**src/rtl/hpm_counter_bank.sv**
```systemverilog
// Bank of machine HPM counters (mhpmcounter3+k / mhpmevent3+k) with event masks,
// mcountinhibit, sticky overflow flags, overflow enables and a registered overflow IRQ.
module hpm_counter_bank #(
  parameter int unsigned P_COUNTERS  = 4,
  parameter int unsigned P_EVENTS    = 8,
  parameter int unsigned P_CNT_WIDTH = 64
) (
  input  logic                  s_clk_i,
  input  logic                  s_resetn_i,
  input  logic [P_EVENTS-1:0]   s_event_i,
  input  logic                  s_csr_we_i,
  input  logic [11:0]           s_csr_add_i,
  input  logic [31:0]           s_csr_wdata_i,
  output logic [31:0]           s_csr_rdata_o,
  output logic                  s_csr_hit_o,
  output logic [P_COUNTERS-1:0] s_ovf_o,
  output logic                  s_ovf_irq_o
);

  localparam int unsigned HW = P_CNT_WIDTH - 32;

  localparam logic [11:0] ADD_CNT_LO  = 12'hB03;
  localparam logic [11:0] ADD_CNT_HI  = 12'hB83;
  localparam logic [11:0] ADD_EVENT   = 12'h323;
  localparam logic [11:0] ADD_INHIBIT = 12'h320;
  localparam logic [11:0] ADD_OVF_ST  = 12'h7C0;
  localparam logic [11:0] ADD_OVF_EN  = 12'h7C1;

  logic [P_CNT_WIDTH-1:0] cnt_q  [P_COUNTERS];
  logic [P_CNT_WIDTH-1:0] cnt_d  [P_COUNTERS];
  logic [P_EVENTS-1:0]    mask_q [P_COUNTERS];
  logic [P_EVENTS-1:0]    mask_d [P_COUNTERS];
  logic [P_COUNTERS-1:0]  inh_q, inh_d;
  logic [P_COUNTERS-1:0]  ovf_q, ovf_d;
  logic [P_COUNTERS-1:0]  ovf_en_q, ovf_en_d;
  logic                   irq_q, irq_d;
  logic [P_COUNTERS-1:0]  ovf_set;
  logic [P_COUNTERS-1:0]  ovf_clr;

  always_comb begin
    cnt_d    = cnt_q;
    mask_d   = mask_q;
    inh_d    = inh_q;
    ovf_en_d = ovf_en_q;
    ovf_set  = '0;
    ovf_clr  = '0;

    for (int unsigned k = 0; k < P_COUNTERS; k++) begin
      // A CSR write to either half of a counter suppresses its increment and overflow.
      if (s_csr_we_i && (s_csr_add_i == ADD_CNT_LO + 12'(k))) begin
        cnt_d[k][31:0] = s_csr_wdata_i;
      end else if (s_csr_we_i && (s_csr_add_i == ADD_CNT_HI + 12'(k))) begin
        cnt_d[k][P_CNT_WIDTH-1:32] = s_csr_wdata_i[HW-1:0];
      end else if (!inh_q[k] && (|(s_event_i & mask_q[k]))) begin
        cnt_d[k]   = cnt_q[k] + P_CNT_WIDTH'(1);
        ovf_set[k] = &cnt_q[k];
      end

      if (s_csr_we_i && (s_csr_add_i == ADD_EVENT + 12'(k))) begin
        mask_d[k] = s_csr_wdata_i[P_EVENTS-1:0];
      end
    end

    if (s_csr_we_i && (s_csr_add_i == ADD_INHIBIT)) begin
      inh_d = s_csr_wdata_i[3 +: P_COUNTERS];
    end
    if (s_csr_we_i && (s_csr_add_i == ADD_OVF_EN)) begin
      ovf_en_d = s_csr_wdata_i[P_COUNTERS-1:0];
    end
    if (s_csr_we_i && (s_csr_add_i == ADD_OVF_ST)) begin
      ovf_clr = s_csr_wdata_i[P_COUNTERS-1:0];
    end

    // A fresh overflow wins over a simultaneous write-1-to-clear.
    ovf_d = (ovf_q & ~ovf_clr) | ovf_set;
    irq_d = |(ovf_d & ovf_en_q);
  end

  always_ff @(posedge s_clk_i or negedge s_resetn_i) begin
    if (!s_resetn_i) begin
      cnt_q    <= '{default: '0};
      mask_q   <= '{default: '0};
      inh_q    <= '0;
      ovf_q    <= '0;
      ovf_en_q <= '0;
      irq_q    <= 1'b0;
    end else begin
      cnt_q    <= cnt_d;
      mask_q   <= mask_d;
      inh_q    <= inh_d;
      ovf_q    <= ovf_d;
      ovf_en_q <= ovf_en_d;
      irq_q    <= irq_d;
    end
  end

  always_comb begin
    s_csr_rdata_o = '0;
    s_csr_hit_o   = 1'b0;

    if (s_csr_add_i == ADD_INHIBIT) begin
      s_csr_hit_o                    = 1'b1;
      s_csr_rdata_o[3 +: P_COUNTERS] = inh_q;
    end else if (s_csr_add_i == ADD_OVF_ST) begin
      s_csr_hit_o                     = 1'b1;
      s_csr_rdata_o[P_COUNTERS-1:0]   = ovf_q;
    end else if (s_csr_add_i == ADD_OVF_EN) begin
      s_csr_hit_o                     = 1'b1;
      s_csr_rdata_o[P_COUNTERS-1:0]   = ovf_en_q;
    end

    for (int unsigned k = 0; k < P_COUNTERS; k++) begin
      if (s_csr_add_i == ADD_CNT_LO + 12'(k)) begin
        s_csr_hit_o   = 1'b1;
        s_csr_rdata_o = cnt_q[k][31:0];
      end else if (s_csr_add_i == ADD_CNT_HI + 12'(k)) begin
        s_csr_hit_o           = 1'b1;
        s_csr_rdata_o[HW-1:0] = cnt_q[k][P_CNT_WIDTH-1:32];
      end else if (s_csr_add_i == ADD_EVENT + 12'(k)) begin
        s_csr_hit_o                 = 1'b1;
        s_csr_rdata_o[P_EVENTS-1:0] = mask_q[k];
      end
    end
  end

  assign s_ovf_o     = ovf_q;
  assign s_ovf_irq_o = irq_q;

endmodule

```
**config.mk**
```make
export PLATFORM = sky130hd
export DESIGN_NAME = hpm_counter_bank
export DESIGN_NICKNAME = d
export VERILOG_FILES = /design/src/rtl/hpm_counter_bank.sv
export SDC_FILE = /design/constraint.sdc
export NUM_CORES = 1
export LEC_CHECK = 0
export CELL_PAD_IN_SITES_DETAIL_PLACEMENT = 1
export CELL_PAD_IN_SITES_GLOBAL_PLACEMENT = 2
export CORE_ASPECT_RATIO = 1.25
export CORE_MARGIN = 1
export CORE_UTILIZATION = 35
export CTS_BUF_LIST = sky130_fd_sc_hd__clkbuf_4
export DETAILED_ROUTE_END_ITERATION = 7
export MAX_ROUTING_LAYER = met4
export PLACE_DENSITY_LB_ADDON = 0.05
export SYNTH_ARGS = -nofsm -noshare
export SYNTH_HDL_FRONTEND = slang
export SYNTH_SLANG_ARGS = --single-unit
```
**constraint.sdc**
```tcl
create_clock -name s_clk_i -period 2.9 [get_ports s_clk_i]
set_input_delay 0.29 -clock s_clk_i [delete_from_list [all_inputs] [get_ports s_clk_i]]
set_output_delay 0.29 -clock s_clk_i [all_outputs]
set_load 0.05 [all_outputs]
```
---- Yosys cells after proc, flatten, opt, wreduce, memory -nomap -nowiden ----
Cells that the tools add are included.
operators by class
  mux-type cells .......................... 66
  eq/ne operators ......................... 19
  reduce and logical (&&, ||, !) cells .... 48
  bitwise operators ....................... 12
  add/subtract/negate cells ............... 4
operators with widths
  cell                                                   count
  two-way mux 32 bit                                     16
  adder 64 x 1 -> 64 bit, second input constant          4
  two-way mux 64 bit                                     4
  AND reduction 64 bit                                   4
  equality test 12 bit, second input constant            8
  two-way mux 24 bit                                     4
  two-way mux 8 bit                                      8
  equality test 12 x 10 -> 1 bit, second input constant  5
  bitwise AND 8 bit                                      4
  OR reduction 8 bit                                     4
  two-way mux 1 bit                                      28
  equality test 12 x 11 -> 1 bit, second input constant  2
  logical AND 1 bit                                      19
  two-way mux 4 bit                                      4
  AND reduction 2 bit                                    8
  nonzero test 2 bit                                     8
  bitwise AND 4 bit                                      2
  != test 2 bit, second input constant                   4
  two-way mux 3 bit                                      2
  logical NOT 1 bit                                      4
  inverter 1 bit                                         4
  inverter 4 bit                                         1
  OR 4 bit                                               1
  OR reduction 4 bit                                     1
storage, ports and cells
  register bits after elaboration ......... 301
  logic and storage cells ................. 165
  bits of input ports ..................... 55

---- Longest topological paths before layout ----
  depth in word-level cells ............... 17
  gate-level depth with buffers ........... 9

---- Worst setup path after synthesis ----
OpenSTA, ideal clock, no wires.
  path kind ............................... in2out
  start ................................... input s_csr_add_i[6]
  end ..................................... output s_csr_rdata_o[7]
  stages on the path ...................... 8
  arrival ................................. 3.829 ns
  setup slack ............................. -1.219 ns
  data required time ...................... 2.610 ns
  path through ............................ nor4bb_1 > clkbuf_1 > clkbuf_1 > nand2_1 > nor2_1 > a211oi_1 > o31a_1 > o311ai_0
between the ends
  cells in the longest elaborated chain, start to end .. 13
  elaborated cells on any way between the ends .. 24
  those cells by class .................... eq/ne (12); mux (12)
ends and longest elaborated chain
  item                            line  text
  from (decl)                     12    input logic [11:0] s_csr_add_i,
  equality test 12 x 10 -> 1 bit  119   end else if (s_csr_add_i == ADD_EVENT + 12'(k)) begin
  two-way mux 8 bit               119
  two-way mux 8 bit               116   end else if (s_csr_add_i == ADD_CNT_HI + 12'(k)) begin
  two-way mux 32 bit              113   if (s_csr_add_i == ADD_CNT_LO + 12'(k)) begin
  two-way mux 8 bit               119
  two-way mux 8 bit               116
  two-way mux 32 bit              113
  two-way mux 8 bit               119
  two-way mux 8 bit               116
  two-way mux 32 bit              113
  two-way mux 8 bit               119
  two-way mux 8 bit               116
  two-way mux 32 bit (*)          113
  to (decl)                       14    output logic [31:0] s_csr_rdata_o,
Every way passes the cells marked *; elsewhere a longest branch is shown, timed or not.

---- Worst setup path after layout ----
  start ................................... register mask_q[20] (netlist bit)
  end ..................................... output s_csr_rdata_o[4]
between the ends
  cells in the longest elaborated chain, start to end .. 9
ends and longest elaborated chain
  item                    line  text
  from (decl)             31    logic [P_EVENTS-1:0] mask_q [P_COUNTERS];
  from (signal assigned)  89    mask_q <= mask_d;
  two-way mux 8 bit       119
  two-way mux 8 bit       116
  two-way mux 32 bit      113
  two-way mux 8 bit       119
  two-way mux 8 bit       116
  two-way mux 32 bit      113
  two-way mux 8 bit       119
  two-way mux 8 bit       116
  two-way mux 32 bit      113
No other way between the ends.

==> metrics <==
number of clock buffers inserted by TritonCTS=93; worst clock skew on the final layout=0.0321 ns; share of the core filled with cells in the final layout=47.4%; weighted congestion reported at the end of routability-driven placement=1.06; share of async-settable or async-resettable flops after synthesis=100%; count of nets after finishing=2917; top-area cell type share of the netlist area=37.4%; Area growth, synth to finish=32.7%; antenna violations before repair=6; CTS tree=yes; number of fill cells in the layout=6718; total of warnings raised by yosys=0; antenna-violating nets left=0; DPL Wire Length=84400 µm; proportion of synthesized chip area in sequential cells=37.4%; number of synthesized register bits=301; # setup viols final=0; worst setup slack after layout=0.0208 ns; effective utilization at floorplan=35.7%; fraction of met3 tracks used by global routing=4.94%; GRT Overall Usage=38.4%; Die H=270 µm; iteration count of the initial detailed-routing pass=6; unrepaired setup endpoints after global routing=true; Post-Route WL=110000 µm; power per cell area=342 nW/µm²; arrival time at the worst endpoint=2.59 ns; Critical Path Fanout Max=2; Clock Pin Slew Worst Setup and Hold Paths=0.07 ns; outcome=complete, no violations; dominant cell type by area after synthesis=dfrtp_1; die area=58500 µm²; initial detailed-routing violation count=2278; Clock Path Buffers=3; clock root buffer master=clkbuf_4; Critical Path Start Type=register; final-report hold violation count=0; routing usage on met2=62.4%; Avg Synthesized Cell Area=8.25 µm²; share of cells above drive strength 1=25.3%; DRC=0; total count of max-transition violations in the final report=0; first-pass GRT wire length=162000 µm; final worst path period share=99.3%; Horiz. Die Dim=217 µm; PnR Total Power=0.00915 W; io pins=93; GR Layer Usage met1=47.1%; transition time at the pin with the least slew margin=0.969 ns; endpoint class of the critical path=output pin; top achievable clock speed=347 MHz; Row Count=97; placeable core area=56400 µm²; top flip-flop cell by instance count after synthesis=dfrtp_1; Hold/Removal Path Class=primary input to async pin; setup slack at placement=-0.276 ns; required time of the critical path=2.61 ns; wire length per cell=29.9 µm; synthesized netlist cell count=2443; vias in the first global route=24107; Post-Syn Area=20100 µm²; number of synthesized flops with an enable pin=0; Cell variety after synth=76; worst setup path category=register to output pin; peak-usage layer in the global routing report=met2; Port Buffers=92; shortest period the worst path allows=2.88 ns; peak supply drop=0.000325 V; clk sinks=301; largest net degree at the start of global routing=77; routed via count=23396; Congestion Overflow GR=0; via density per instance=6.39; total nets after synthesis=2502; max-capacitance violation count=0; Relative slew margins=35.2%; number of H-tree levels=3; ranking of synthesized cells by area=dfrtp_1 37%, nand2_1 5.5%, o21ai_0 5.0%; clock latency of the later-clocked register in the worst-skew pair=0.85 ns; static leakage=10.9 nW
## flip-flops by register name, indices dropped and copies added (netlist names)
| signal | count |
|---|---|
| cnt_q | 256 |
| ovf_en_q | 4 |
| inh_q | 4 |
| mask_q | 32 |
| s_ovf_o | 4 |
| s_ovf_irq_o | 1 |
## area by class of cell
cell class | count | area [µm²] | area share (%)
Sequential cell | 301 | 7540 | 28.2
Clock inverter | 26 | 104 | 0.388
Clock buffer | 127 | 953 | 3.57
Inverter | 32 | 120 | 0.449
Multi-Input combinational cell | 1930 | 12200 | 45.7
Timing Repair Buffer | 500 | 4860 | 18.2
Antenna cell | 5 | 12.5 | 0.0468
Tap cell | 742 | 928 | 3.47
## power breakdown
part	switching, W	leakage, nW	internal (W)	total (W)
combinational	0.000474	6.18	0.000242	0.000716
sequential	0.0000820	4.08	0.00425	0.00433
clock	0.00210	0.636	0.00200	0.00410
total	0.00266	10.9	0.00649	0.00915
## worst max-delay path, cell delays in order, from the launching register on
cell	delay (ns)
dfrtp_1	0.41
a222oi_1	0.41
a21oi_1	0.14
a21oi_2	0.17
a31o_2	0.18
o211ai_1	0.19
clkbuf_16	0.24
## worst paths after layout
path                                        start  slack (ns)                      end  cells after the start
min in group s_clk_i               s_csr_add_i[0]        0.29  ovf_en_q[2]$_DFFE_PN0P_                      5
hold / removal                         s_resetn_i        0.13     cnt_q[6]$_DFFE_PN0P_                      3
setup reg to reg            cnt_q[99]$_DFFE_PN0P_        0.09    s_ovf_irq_o$_DFF_PN0_                      8
setup / recovery           mask_q[20]$_DFFE_PN0P_        0.02         s_csr_rdata_o[4]                      6
hold reg to reg            mask_q[21]$_DFFE_PN0P_        0.55   mask_q[21]$_DFFE_PN0P_                      1
max in group asynchronous              s_resetn_i        2.30     inh_q[2]$_DFFE_PN0P_                      3
## synthesized netlist by cell type, drive strengths merged, types with 7 or more instances
master and instances:
o21a 7, nand4 113, a22oi 59, or3 16, a221oi 13, a41o 8, inv 31, or2 15
o22a 11, xnor2 65, nor4b 8, or4 18, nor4 51, and2 24, nand2 295, mux2 42
o32ai 10, a21oi 131, and4 34, clkbuf 151, a31oi 22, a222oi 26, nor2 158, dfrtp 301
and3 52, o211ai 17, xor2 60, buf 29, nand3 163, a211oi 8, a41oi 9, nor3 75
o21ai 208, a21o 13, o22ai 46, o31ai 7, a221o 31, mux2i 29
## metal layers
metal / share of wire [%] / vias to the layer above
li1: - / 10143
met1: 41 / 12001
met2: 49 / 982
met3: 6.1 / 270
met4: 4.6 / 0
met5: 0 / -
## logic make-up after synthesis
group / count (synthesis) / synth area share [%]
AND/OR/NAND/NOR: 1056 / 27.0
AO/OA/AOI/OAI: 674 / 21.9
flip-flops: 301 / 37.4
buffers and inverters: 212 / 4.22
XOR/XNOR: 125 / 5.43
multiplexers: 71 / 3.79
adder cells (fa/ha/maj): 4 / 0.248
## what timing repair did
item / CTS / global route
hold buffers: 2 / 0
gates cloned: 2 / 0
pin swaps: 27 / 24
setup buffers: 13 / 14
hold endpoints to repair: 301 / 0
setup endpoints to repair: 32 / 26
gates resized for setup: 57 / 28
## layout by cell type (no fill, tap or decap), types with 21 or more instances in the layout
master	Yosys	final
buf_12	0	68
xor2_1	60	60
a21oi_1	131	102
mux2i_1	29	27
clkdlybuf4s50_1	0	46
a221o_1	31	31
a222oi_1	26	26
a22oi_1	59	59
clkbuf_4	0	127
o21ai_0	201	197
and3_1	52	51
nand3_1	163	159
nor3_1	75	73
nand2_1	295	292
nor2_1	158	144
nand4_1	111	111
and4_1	34	34
dfrtp_1	301	297
inv_1	31	31
nor4_1	48	41
clkinv_1	1	21
o22ai_1	46	45
buf_4	9	360
a21oi_2	0	29
mux2_2	42	42
a31oi_1	22	21
xnor2_1	65	65
## metrics by stage
step / instance area [µm²] / hold slack, ns / cells / TNS (ns)
2_1_floorplan: 20300 / -0.00559 / 2443 / -0.127
3_3_place_gp: 25100 / 0.237 / 3475 / -9.24
3_5_place_dp: 25100 / 0.237 / 3475 / -13.28
4_1_cts: 26600 / 0.0754 / 3645 / -0.292
5_1_grt: 26700 / 0.114 / 3662 / -0.0882
6_report: 26700 / 0.127 / 3663 / 0
Power figures use the tool's default switching activity.
